--- src/rtl/pattern_det_ctrl.sv ---
// Serial bit-pattern detector controller: programmable pattern, match counting,
// threshold completion and cycle-window timeout.
module pattern_det_ctrl #(
    parameter int unsigned MAX_LEN = 8,
    parameter int unsigned CW      = 8,
    parameter int unsigned TW      = 16
) (
    input  logic                         clk,
    input  logic                         reset,
    input  logic [MAX_LEN-1:0]           cfg_pattern,
    input  logic [$clog2(MAX_LEN+1)-1:0] cfg_len,
    input  logic                         cfg_overlap,
    input  logic [CW-1:0]                cfg_threshold,
    input  logic [TW-1:0]                cfg_window,
    input  logic                         start,
    input  logic                         stop,
    input  logic                         bit_valid,
    input  logic                         bit_in,
    output logic                         busy,
    output logic                         match,
    output logic [CW-1:0]                match_count,
    output logic                         done,
    output logic                         timeout,
    output logic                         err
);

    localparam int unsigned LW = $clog2(MAX_LEN + 1);
    localparam logic [LW-1:0] LEN_MAX = LW'(MAX_LEN);
    localparam logic [CW-1:0] CNT_MAX = '1;

    typedef enum logic [1:0] {
        S_IDLE  = 2'd0,
        S_ARMED = 2'd1,
        S_DONE  = 2'd2,
        S_TMO   = 2'd3
    } state_t;

    state_t             state_q, state_d;
    logic [MAX_LEN-1:0] hist_q, hist_d;
    logic [LW-1:0]      seen_q, seen_d;
    logic [CW-1:0]      cnt_q, cnt_d;
    logic [TW-1:0]      wcnt_q, wcnt_d;

    // latched configuration
    logic [MAX_LEN-1:0] pat_q, pat_d;
    logic [LW-1:0]      len_q, len_d;
    logic               ovl_q, ovl_d;
    logic [CW-1:0]      thr_q, thr_d;
    logic [TW-1:0]      win_q, win_d;

    logic               match_d, err_d;
    logic [MAX_LEN-1:0] len_mask;
    logic [CW-1:0]      thr_eff;
    logic               len_ok;

    // mask selecting the low len_q history bits
    always_comb begin
        len_mask = '0;
        for (int unsigned i = 0; i < MAX_LEN; i++) begin
            len_mask[i] = (i < 32'(len_q));
        end
    end

    assign thr_eff = (thr_q == '0) ? CW'(1) : thr_q;
    assign len_ok  = (cfg_len != '0) && (cfg_len <= LEN_MAX);

    // next-state, datapath and output decode
    always_comb begin
        state_d = state_q;
        hist_d  = hist_q;
        seen_d  = seen_q;
        cnt_d   = cnt_q;
        wcnt_d  = wcnt_q;
        pat_d   = pat_q;
        len_d   = len_q;
        ovl_d   = ovl_q;
        thr_d   = thr_q;
        win_d   = win_q;
        match_d = 1'b0;
        err_d   = 1'b0;

        case (state_q)
            S_ARMED: begin
                if (stop) begin
                    state_d = S_IDLE;
                end else begin
                    if (bit_valid) begin
                        hist_d = {hist_q[MAX_LEN-2:0], bit_in};
                        seen_d = (seen_q == LEN_MAX) ? seen_q : seen_q + LW'(1);
                        if ((seen_d >= len_q) && (((hist_d ^ pat_q) & len_mask) == '0)) begin
                            match_d = 1'b1;
                            if (cnt_q != CNT_MAX) begin
                                cnt_d = cnt_q + CW'(1);
                            end
                            if (!ovl_q) begin
                                seen_d = '0;
                            end
                            if (cnt_d == thr_eff) begin
                                state_d = S_DONE;
                            end
                        end
                    end
                    if (win_q != '0) begin
                        wcnt_d = wcnt_q + TW'(1);
                        // threshold completion takes priority over expiry
                        if ((state_d == S_ARMED) && (wcnt_d == win_q)) begin
                            state_d = S_TMO;
                        end
                    end
                end
            end
            default: begin
                if (start && !stop) begin
                    if (len_ok) begin
                        state_d = S_ARMED;
                        pat_d   = cfg_pattern;
                        len_d   = cfg_len;
                        ovl_d   = cfg_overlap;
                        thr_d   = cfg_threshold;
                        win_d   = cfg_window;
                        hist_d  = '0;
                        seen_d  = '0;
                        cnt_d   = '0;
                        wcnt_d  = '0;
                    end else begin
                        err_d = 1'b1;
                    end
                end
            end
        endcase
    end

    // state, datapath and registered outputs
    always_ff @(posedge clk) begin
        if (reset) begin
            state_q     <= S_IDLE;
            hist_q      <= '0;
            seen_q      <= '0;
            cnt_q       <= '0;
            wcnt_q      <= '0;
            pat_q       <= '0;
            len_q       <= '0;
            ovl_q       <= 1'b0;
            thr_q       <= '0;
            win_q       <= '0;
            busy        <= 1'b0;
            match       <= 1'b0;
            match_count <= '0;
            done        <= 1'b0;
            timeout     <= 1'b0;
            err         <= 1'b0;
        end else begin
            state_q     <= state_d;
            hist_q      <= hist_d;
            seen_q      <= seen_d;
            cnt_q       <= cnt_d;
            wcnt_q      <= wcnt_d;
            pat_q       <= pat_d;
            len_q       <= len_d;
            ovl_q       <= ovl_d;
            thr_q       <= thr_d;
            win_q       <= win_d;
            busy        <= (state_d == S_ARMED);
            match       <= match_d;
            match_count <= cnt_d;
            done        <= (state_d == S_DONE);
            timeout     <= (state_d == S_TMO);
            err         <= err_d;
        end
    end

endmodule
--- config.mk ---
export PLATFORM = sky130hd
export DESIGN_NAME = pattern_det_ctrl
export DESIGN_NICKNAME = d
export VERILOG_FILES = /design/src/rtl/pattern_det_ctrl.sv
export SDC_FILE = /design/constraint.sdc
export NUM_CORES = 1
export LEC_CHECK = 0
export ABC_CLOCK_PERIOD_IN_PS = 5860
export CORE_ASPECT_RATIO = 0.6
export CORE_MARGIN = 2
export CORE_UTILIZATION = 55
export CTS_BUF_LIST = sky130_fd_sc_hd__clkbuf_8
export CTS_CLUSTER_SIZE = 16
export DETAILED_ROUTE_END_ITERATION = 7
export MAX_ROUTING_LAYER = met4
export PLACE_DENSITY = 0.79
export SLEW_MARGIN = 10
export SYNTH_ARGS = -nofsm -noshare
export SYNTH_HDL_FRONTEND = slang
export SYNTH_SLANG_ARGS = --single-unit
--- constraint.sdc ---
create_clock -name clk -period 5.86 [get_ports clk]
set_clock_uncertainty 0.05 [all_clocks]
set_input_delay 1.172 -clock clk [delete_from_list [all_inputs] [get_ports clk]]
set_output_delay 1.172 -clock clk [all_outputs]
set_load 0.005 [all_outputs]
* Yosys cells after proc, flatten, opt, wreduce, memory -nomap -nowiden *
Cells that the tools add are included.

cells by class
  $add $sub $neg = 3
  $lt $le $gt $ge = 10
  eq/ne operators = 13
  multiplexer cells = 41
  bitwise gates (word level) = 5
  reductions and logical operators = 17

operators by type and width
  operator               count
  $mux 8                 12
  $mux 16                5
  $mux 4                 8
  $mux 2                 11
  $mux 7                 3
  $add 16x1->16 const B  1
  $eq 16x16->1           1
  $logic_not 8->1        2
  $lt 3x4->1 const A     4
  $reduce_bool 16->1     1
  $add 8x1->8 const B    1
  $and 8x8->8            1
  $eq 8x8->1             1
  $lt 1x4->1 const A     2
  $lt 2x4->1 const A     2
  $ne 2x2->1 const B     4
  $ne 8x8->1 const B     1
  $reduce_and 4->1       2
  $xor 8x8->8            1
  $eq 2x1->1 const B     3
  $reduce_and 5->1       1
  $add 4x1->4 const B    1
  $eq 2x2->1 const B     2
  $eq 4x4->1 const B     1
  11 further kinds       18

storage, ports and cells
  flip-flop bits (word level) = 79
  input port bits = 43
  output and inout bits = 13
  word-level logic and storage cells = 104

* Logic depth before layout (Yosys ltp) *
Gate-level depths: netlist (run 1).

  depth after elaboration = 21
  gate-level depth with buffers = 15
  depth with buffers taken out = 14

* Worst setup path after synthesis (run 1) *
No wires, ideal clock.

  kind = register to register
  from = register cnt_q[0]
  to = register busy
  data arrival time = 2.665 ns
  data required time = 5.677 ns
  path slack = 3.012 ns
  cell stages (with the launch flop) = 13
  path through = dfxtp_1 ha_1 buf_4 and4_1 buf_4 nand2b_4 buf_6 and2_4 a311oi_2 o2111ai_1 or4_4 o211a_2 nor3b_1

between the ends
  cells in the longest elaborated chain, start to end = 19

ends and longest elaborated chain
  item                                              line    text
  start, declared                                   41      logic [CW-1:0] cnt_q, cnt_d;
  start signal, assigned                            156     cnt_q <= cnt_d;
  $add 8x1->8 / $ne 8x8->1 (equally long branches)  93, 92
  $mux 8 (*)                                        92      if (cnt_q != CNT_MAX) begin
  $mux 8 (*)                                        90      if ((seen_d >= len_q) && (((hist_d ^ pat_q) & len_mask) == '0)) begin
  $mux 8 (*)                                        87      if (bit_valid) begin
  $mux 8 (*)                                        84      if (stop) begin
  $mux 8 (*)                                        82      case (state_q)
  $eq 8x8->1 (*)                                    98      if (cnt_d == thr_eff) begin
  $mux 2 (*)                                        98
  [... 3 more ...]                                  --
  $mux 2 (*)                                        82
  $eq 2x1->1                                        106     if ((state_d == S_ARMED) && (wcnt_d == win_q)) begin
  $logic_and 1x1->1                                 106
  $mux 2                                            106
  $mux 2 (*)                                        103     if (win_q != '0) begin
  $mux 2 (*)                                        84
  $mux 2 (*)                                        82
  $eq 2x1->1 (*)                                    163     busy <= (state_d == S_ARMED);
  end signal, assigned                              163
  end, declared                                     19      output logic busy,

Mark *: on every way between the ends. The rest lies on a longest branch, timed or not. The select of a mux whose other input is x is not followed.
A chain may end at the register's enable or synchronous reset.

* Final worst setup path (run 1) *
  from = input stop
  to = register cnt_q[0]

between the ends
  cells in the longest elaborated chain, start to end = 4

ends and longest elaborated chain
  item                            line  text
  start, declared                 16    input logic stop,
  $logic_not 1->1                 113   if (start && !stop) begin
  $logic_and 1x1->1               113
  $reduce_bool 2->1 (no line)     --
  $reduce_and 5->1 (no line) (*)  --

Mark *: on every way between the ends. The rest lies on a longest branch, timed or not.

==> results of run 1 <==
## metal layers
metal	track usage	wire (um)
met3	0.05938	949
met4	0.09788	187
met1	0.3741	5258
met2	0.3838	4629
met5	-	0
## path summary, 6_finish.rpt
path              cells past startpoint  slack [ns]        to
setup / recovery                      8        2.17  cnt_q[0]
setup reg to reg                     14        2.49  cnt_q[0]
hold / removal                        2        0.42  thr_q[0]
hold reg to reg                       2        0.42  thr_q[0]
## final cells by class
cell class | count | area [um^2]
tap | 108 | 135.1
fill | 728 | 2696
clock buffer | 9 | 123.9
timing repair buffer | 57 | 560.5
clock inverter | 7 | 66.31
inverter | 13 | 48.80
multi-input combinational | 439 | 2545
sequential | 79 | 1582
## where the power goes
part | internal, uW | switching, uW
clock network | 194 | 201
logic | 57.7 | 64.9
registers | 547 | 13.4
## registers in the layout, indices dropped and copies added (netlist names)
name	flops
done	1
err	1
win_q	16
state_q	2
wcnt_q	16
timeout	1
hist_q	7
cnt_q	8
len_q	4
thr_q	8
seen_q	4
match	1
pat_q	8
ovl_q	1
busy	1
## through the flow
| stage | cells | instance area, um^2 | hold slack [ns] | worst slack [ns] |
|---|---|---|---|---|
| floorplan | 566 | 4335 | 0.3832 | 3.012 |
| global placement | 696 | 4871 | 0.3958 | 2.043 |
| detailed placement | 696 | 4871 | 0.4082 | 1.850 |
| CTS | 712 | 5061 | 0.4187 | 2.224 |
| global route | 712 | 5061 | 0.4421 | 1.788 |
| finish | 712 | 5061 | 0.4171 | 2.172 |
## cells by family after synthesis
family / share of synthesized area
AOI/OAI and AO/OA: 0.1939
xor gates and xnor gates: 0.08081
adders and majority gates: 0.02309
buffers and inverters: 0.04877
DFF: 0.3648
muxes: 0.002309
and+or+nand+nor: 0.2863
## worst reg2reg max path, delay by kind of cell, from the launching register on
kind	cells	cell delay (ns)
buffers and inverters	1	0.09
adders and majority gates	2	0.49
AOI/OAI and AO/OA	5	1.48
and+or+nand+nor	5	0.58
DFF	1	0.40
xor gates and xnor gates	1	0.14
## layout by cell type (no fill, tap or decap), types with 3 or more instances in the layout
cell,instances
and3_1,6
clkbuf_8,9
xor2_1,8
o21ai_0,27
nand4_1,6
nand3_1,19
o2111ai_1,4
inv_1,16
nor2_1,37
a21oi_1,79
nor2b_1,7
xnor2_1,32
o22ai_1,3
ha_1,8
clkdlybuf4s50_1,54
nor3_1,14
nand4b_1,6
a31oi_1,5
a211oi_1,7
nor3b_1,7
nand2_1,109
dfxtp_1,79
a22oi_1,3
nor4_1,10
nand2b_1,8
==> run metrics, run 1 <==
outcome=finished clean; dominant cells by area after synthesis=dfxtp_1, nand2_1, a21oi_1; Syn Nets=617; commonest cells in the netlist=nand2_1, a21oi_1, dfxtp_1; Placer Congestion=0.9264; Root Driver=clkbuf_8; share of cells above drive strength 1=0.04967; Tot Pwr=1079 uW; Worst Path Max Fanout=13; Arrival @ worst endpoint=3.84 ns; critical-path cell list=clkdlybuf4s50_1 > nor2_1 > and2_1 > nor2_1 > a21oi_1 > o21ai_0 > nand2_1 > a21oi_1; number of I/O port buffers=55; pwr dens=213.1 nW/um^2; Synth Flop Type=dfxtp_1; Area growth syn-to-layout=16.74%; async set-or-reset flop fraction in the synthesized netlist=0; minimum clock period=3.688 ns; worst slew pin tran=0.9765 ns; first-pass iteration count of the detailed router=5; vias=4,118; # DRC=0; clk_lat worst skew=0.36 ns; global-route wire length before repair=18.02 mm; DP HPWL=7.767 mm; full die area=8632 um^2; Setup TNS=0 ns; Die H=72.77 um; post-cts sizing count=0; Post-Synthesis Cells=566; CP max stage cell=a21oi_1; max_cap viols=0; initial core utilization=0.5589; Crit path largest cell delay=0.74 ns; Hold Crit Start=thr_q[0]; sequential fraction of the synthesis area=0.3648; Remaining Overflow, GRT=0; final worst-path cycle share=0.6293; post-route ant nets=0; drt wl/cell=15.48 um; number of flops mapped to enable cells by yosys=0; mapped cell area=4335 um^2; post-synth top area cell=dfxtp_1; Synth Register Bits=79; leakage=0.001672 uW; CTS buffer count=9; # rows=25; Max Clk Rate=271.2 MHz; Yosys top cell area share=0.3648; Avg Cell Area, Syn=7.660 um^2; final setup violating endpoints=0; H-tree depth=3; Ports=56; Crit. End Element=flip-flop; Worst Hold Class=reg2reg; Final Hold Fails=0; core area=7757 um^2; width of the die=118.6 um; setup repair bufs after CTS=0; DRT Wirelength=11.03 mm; DRT iter0 DRCs=480; Slew HR=0.3477; RSZ-0062 raised after global routing=no; via/cell ratio=5.784; synth warn=0; Clock transition at path regs=0.08 ns; Max Buffers Root-to-Sink=2; Netlist cell types=57; most frequent cell after synthesis=nand2_1; initial antenna violation count=0; Tot GR Track Use=0.2689; reg2reg start=seen_q[0]; CTS sink count=79; Slew Viols, Final=0; Crit path required time=6.01 ns; post-layout util=0.6524; largest net degree at the start of global routing=80; Crit Path Category=in2reg; crit path from=stop; vias in the first global route=3,673; CTS tree=built; Startpoint Class=input port; Nets=650; worst vdd ir=0.1969 mV; CTS Hold Bufs=0; CP delay by family, top=simple AND/OR/NAND/NOR gates; Antenna diodes=0; Buf+Inv Stages, Crit Path=1
Power figures use the tool's default switching activity.
==> inputs of run 2 (changes only) <==
--- a/config.mk
+++ b/config.mk
@@ -5,7 +5,7 @@
 export SDC_FILE = /design/constraint.sdc
 export NUM_CORES = 1
 export LEC_CHECK = 0
-export ABC_CLOCK_PERIOD_IN_PS = 5860
+export ABC_CLOCK_PERIOD_IN_PS = 3800
 export CORE_ASPECT_RATIO = 0.6
 export CORE_MARGIN = 2
 export CORE_UTILIZATION = 55
==> constraint.sdc (replaced) <==
create_clock -name clk -period 3.8 [get_ports clk]
set_clock_uncertainty 0.05 [all_clocks]
set_input_delay 0.76 -clock clk [delete_from_list [all_inputs] [get_ports clk]]
set_output_delay 0.76 -clock clk [all_outputs]
set_load 0.005 [all_outputs]
==> run 2 against run 1 <==
Effect of this change: global-route usage increased by 2.2 points; first-iteration DRC count shrank 20%; sequential share of layout area down 0.34 points.
==> run metrics, run 2 (synthesis gave the netlist of run 1 again) <==
full die area=8632 um^2 (unchanged); Arrival @ worst endpoint=3.44 ns (-0.40 ns); Crit Path Category=reg2reg; Die H=72.77 um (unchanged); Crit path required time=3.97 ns (-2.04 ns); met2 Usage GRT=0.4227 (+0.03895); post-cts sizing count=0 (unchanged); CTS Hold Bufs=0 (unchanged); met3 GRT Util=0.06719 (+0.007813); Top Usage Layer GRT=met2; first-pass iteration count of the detailed router=5 (unchanged); CTS sink count=79 (unchanged); Startpoint Class=flip-flop; outcome=finished clean; global-route wire length before repair=19.35 mm (+7.4%); Tot GR Track Use=0.2908 (+0.02192); # rows=25 (unchanged); Nets=654 (+0.62%); reg2reg start=wcnt_q[0]; via/cell ratio=5.874 (+1.6%); # DRC=0 (unchanged); initial core utilization=0.5589 (unchanged); largest net degree at the start of global routing=80 (unchanged); Worst Path Max Fanout=8 (-5); max_cap viols=0 (unchanged); commonest non-fill, non-tap cell in the layout=nand2_1; share of cells above drive strength 1=0.05766 (+0.007992); H-tree depth=3 (unchanged); Max Buffers Root-to-Sink=2 (unchanged); RSZ-0062 raised after global routing=no; initial antenna violation count=0 (unchanged); minimum clock period=3.277 ns; Crit. End Element=flip-flop; Antenna diodes=0 (unchanged); final std cells w/o fill=715 (+0.42%); dpl cells=700 (+0.57%); Clock transition at path regs=0.08 ns (about the same); Setup TNS=0 ns (unchanged); Final Hold Fails=0 (unchanged); clk_lat worst skew=0.36 ns (about the same); post-layout util=0.6597 (+0.007258); GR met1 Demand/Resource=0.4009 (+0.02678); commonest non-fill, non-tap cells in the layout=nand2_1, dfxtp_1, a21oi_1; setup repair bufs after CTS=0 (unchanged); vias in the first global route=3,936 (+7.2%); crit path from=wcnt_q[0]; Root Driver=clkbuf_8; DRT iter0 DRCs=384 (-20%); DP HPWL=8.286 mm (+6.7%); Worst Hold Class=reg2reg; leakage=0.001700 uW (+1.6%); Multi-input gate area=2549 um^2 (+0.15%); Placer Congestion=0.9593 (+3.6%); Area growth syn-to-layout=18.04%; worst slew pin tran=0.8220 ns (-0.1545 ns); Slew HR=0.4520 (+0.1043); core area=7757 um^2 (unchanged); DRT Wirelength=11.67 mm (+5.9%); largest registers=wcnt_q (16), win_q (16); width of the die=118.6 um (unchanged); pwr dens=340.1 nW/um^2 (+60%); worst vdd ir=0.2024 mV (+2.8%); Max Clk Rate=305.1 MHz; Seq. cell area=1582 um^2 (unchanged); vias=4,200 (+2.0%); drt wl/cell=16.32 um (+5.4%); final worst-path cycle share=0.8625; Ports=56 (unchanged); filler cell count=688 (-5.5%); CTS buffer count=9 (unchanged); final setup violating endpoints=0 (unchanged); Remaining Overflow, GRT=0 (unchanged); Slew Viols, Final=0 (unchanged); Hold Crit Start=pat_q[2]; post-route ant nets=0 (unchanged); CTS tree=built; number of I/O port buffers=55 (unchanged)
run 2: critical path: stages (launching register included):
cell,delay [ns]
dfxtp_1,0.52
ha_1,0.38
nand4_1,0.23
nor4_1,0.62
xnor2_1,0.13
nor2_1,0.16
o2111ai_1,0.12
or4_1,0.56
o211a_2,0.20
nor3b_1,0.14
run 2: cell type report:
| type | instances | area share |
|---|---|---|
| Clock inverter | 5 | 0.01467 |
| Tap cell | 108 | 0.02641 |
| Timing Repair Buffer | 61 | 0.1154 |
| Clock buffer | 10 | 0.02689 |
| Inverter | 13 | 0.009535 |
| Multi-Input combinational cell | 439 | 0.4980 |
| Sequential cell | 79 | 0.3090 |
run 2: path summary, 6_finish.rpt:
check | end | slack, ns | depth (start not counted)
setup reg to reg | busy | 0.52 | 9
setup / recovery | busy | 0.52 | 9
hold reg to reg | pat_q[2] | 0.42 | 2
hold / removal | pat_q[2] | 0.42 | 2
run 2: metrics by stage:
stage | instance area (um^2) | total power (uW) | worst slack [ns] | hold WS, ns
2_1_floorplan | 4335 | 988.9 | 0.9521 | 0.3832
3_3_place_gp | 4901 | 1068 | 0.5445 | 0.4015
3_5_place_dp | 4901 | 1074 | 0.4367 | 0.4145
4_1_cts | 5114 | 1742 | 0.4247 | 0.4238
5_1_grt | 5117 | 1799 | 0.2703 | 0.4564
6_report | 5117 | 1741 | 0.5226 | 0.4241
run 2: power by group:
part           leakage (uW)  internal [uW]  switching [uW]
clock network      0.000111            380             302
logic              0.000950           90.7             103
registers          0.000639            844            20.8
run 2: per-layer routing:
| layer | wire length (um) | vias up |
|---|---|---|
| met5 | 0 | - |
| met3 | 1035 | 15 |
| met4 | 132 | 0 |
| met2 | 5004 | 196 |
| met1 | 5498 | 1927 |
| li1 | - | 2062 |
==> variant: new RTL, settings of run 2 <==
`TW`: 16 -> 17.
--- a/src/rtl/pattern_det_ctrl.sv
+++ b/src/rtl/pattern_det_ctrl.sv
@@ -5,3 +5,3 @@
     parameter int unsigned CW      = 8,
-    parameter int unsigned TW      = 16
+    parameter int unsigned TW      = 17
 ) (
Ports: changed (resized cfg_window); port bits go from 56 to 57. No check against the original RTL was run, so the function may have changed too.
==> variant against run 2 <==
  * Sequential cell count grew 2
  * Hold slack got worse by 3.4 ps
  * Die area up 2.4%
  * Global-route usage fell by 0.36 points
  * Cell count rose by 3.4%
  * Power shrank 2.6%
  * Worst setup slack got worse by 41 ps
  * Design area increased by 2.8%
  * Synthesized cell count rose by 2.3%
  * Combinational power is 3% higher
  * Clock power fell by 11%
  * Area after synthesis increased by 2.5%
  * Routed wire length rose by 1.7%
==> variant: results (changes against run 2) <==
hold_sp ovl_q; Largest regs wcnt_q x17, win_q x17; Starting DRT DRC Count 493 (+28%); Seq/Total Area, Yosys 0.365 (about the same); grt met2 use 0.422 (-0.00102); Final Net Count 678 (+3.7%); layout cells sized above 1 0.0666 (+0.00890); GRT Total Usage 0.287 (-0.00364); worst vdd ir 0.206 mV (+1.8%); WL met3 851 um (-18%); vias in the first global route 3937 (+0.025%); met1 usage 0.400 (-0.00116); WL met1 5910 um (+7.6%); Port-buffer cells 56 (+1.8%); FILL cells 680 (-1.2%); status finished clean; Synth cell types 61 (+7.0%); Mapped Nets 631 (+2.3%); internal power 1.22 mW (-6.9%); dpl hpwl 8700 um (+4.9%); routed wire length 11900 um (+1.7%); gp weighted congestion 0.945 (-1.5%); r2r setup slk 480 ps (-40 ps); hold_ws 421 ps (-3.40 ps); Worst Tran Pin Value 1000 ps (+179 ps); Worst EP arrival 3580 ps (+140 ps); via count 4357 (+3.7%); largest net degree at the start of global routing 35 (-56%); synth top area cells dfxtp_1 36%, a21oi_1 8.9%, nand2_1 8.9%, xnor2_1 5.9%, nor2_1 4.0%; M3 GR Usage 0.0613 (-0.00585); DR top layer met4; static leakage 1.81 nW (+6.6%); first-pass GRT wire length 19100 um (-1.2%)
[variant: cell count changes in the layout (fill, tap and decap cells not counted), moves of 6 or more]
cell      delta
nand3b_1     +7
nand3_1      +7
nor3b_1      -6
nor2_1      +10
[variant: path summary, 6_finish.rpt]
kind / end / depth (start not counted)
setup / recovery: done / 9
setup reg to reg: done / 9
hold reg to reg: ovl_q / 2
hold / removal: ovl_q / 2
[variant: cell type report]
cell class              count  area share
flip-flops and latches     81       0.308
multi-input cells         455       0.502
inverters                  14     0.00999
well taps                 108      0.0257
repair buffers             65       0.118
clock inverters             6     0.00904
clock buffers              10      0.0262
[variant: power groups by stage]
stage / combinational [mW] / sequential, mW / clock, mW
global placement: 0.193 / 0.905 / 0
floorplan: 0.118 / 0.898 / 0
detailed placement: 0.197 / 0.906 / 0
CTS: 0.198 / 0.886 / 0.613
global route: 0.219 / 0.889 / 0.644
finish: 0.200 / 0.887 / 0.609
[variant: logic make-up after synthesis]
kind of cell,count (synthesis),synth area share
AND/OR/NAND/NOR,257,0.289
buffers and inverters,43,0.0405
adder cells (fa/ha/maj),8,0.0225
flip-flops,81,0.365
AO/OA/AOI/OAI,149,0.198
XOR/XNOR,39,0.0800
multiplexers,2,0.00479
[variant: metrics by stage]
| step | utilization | setup slack [ps] | cells | instance area (sq um) |
|---|---|---|---|---|
| after global placement | 0.646 | 505 | 723 | 5070 |
| after detailed placement | 0.646 | 446 | 723 | 5070 |
| after CTS | 0.670 | 539 | 739 | 5260 |
| after floorplan | - | 1060 | 579 | 4440 |
| after global routing | 0.670 | 241 | 739 | 5260 |
| final | 0.670 | 482 | 739 | 5260 |
[variant: worst min-delay path, stage by stage (launching register included)]
cell	delay, ps
dfxtp_1	320
nand2_1	60
a21oi_1	50
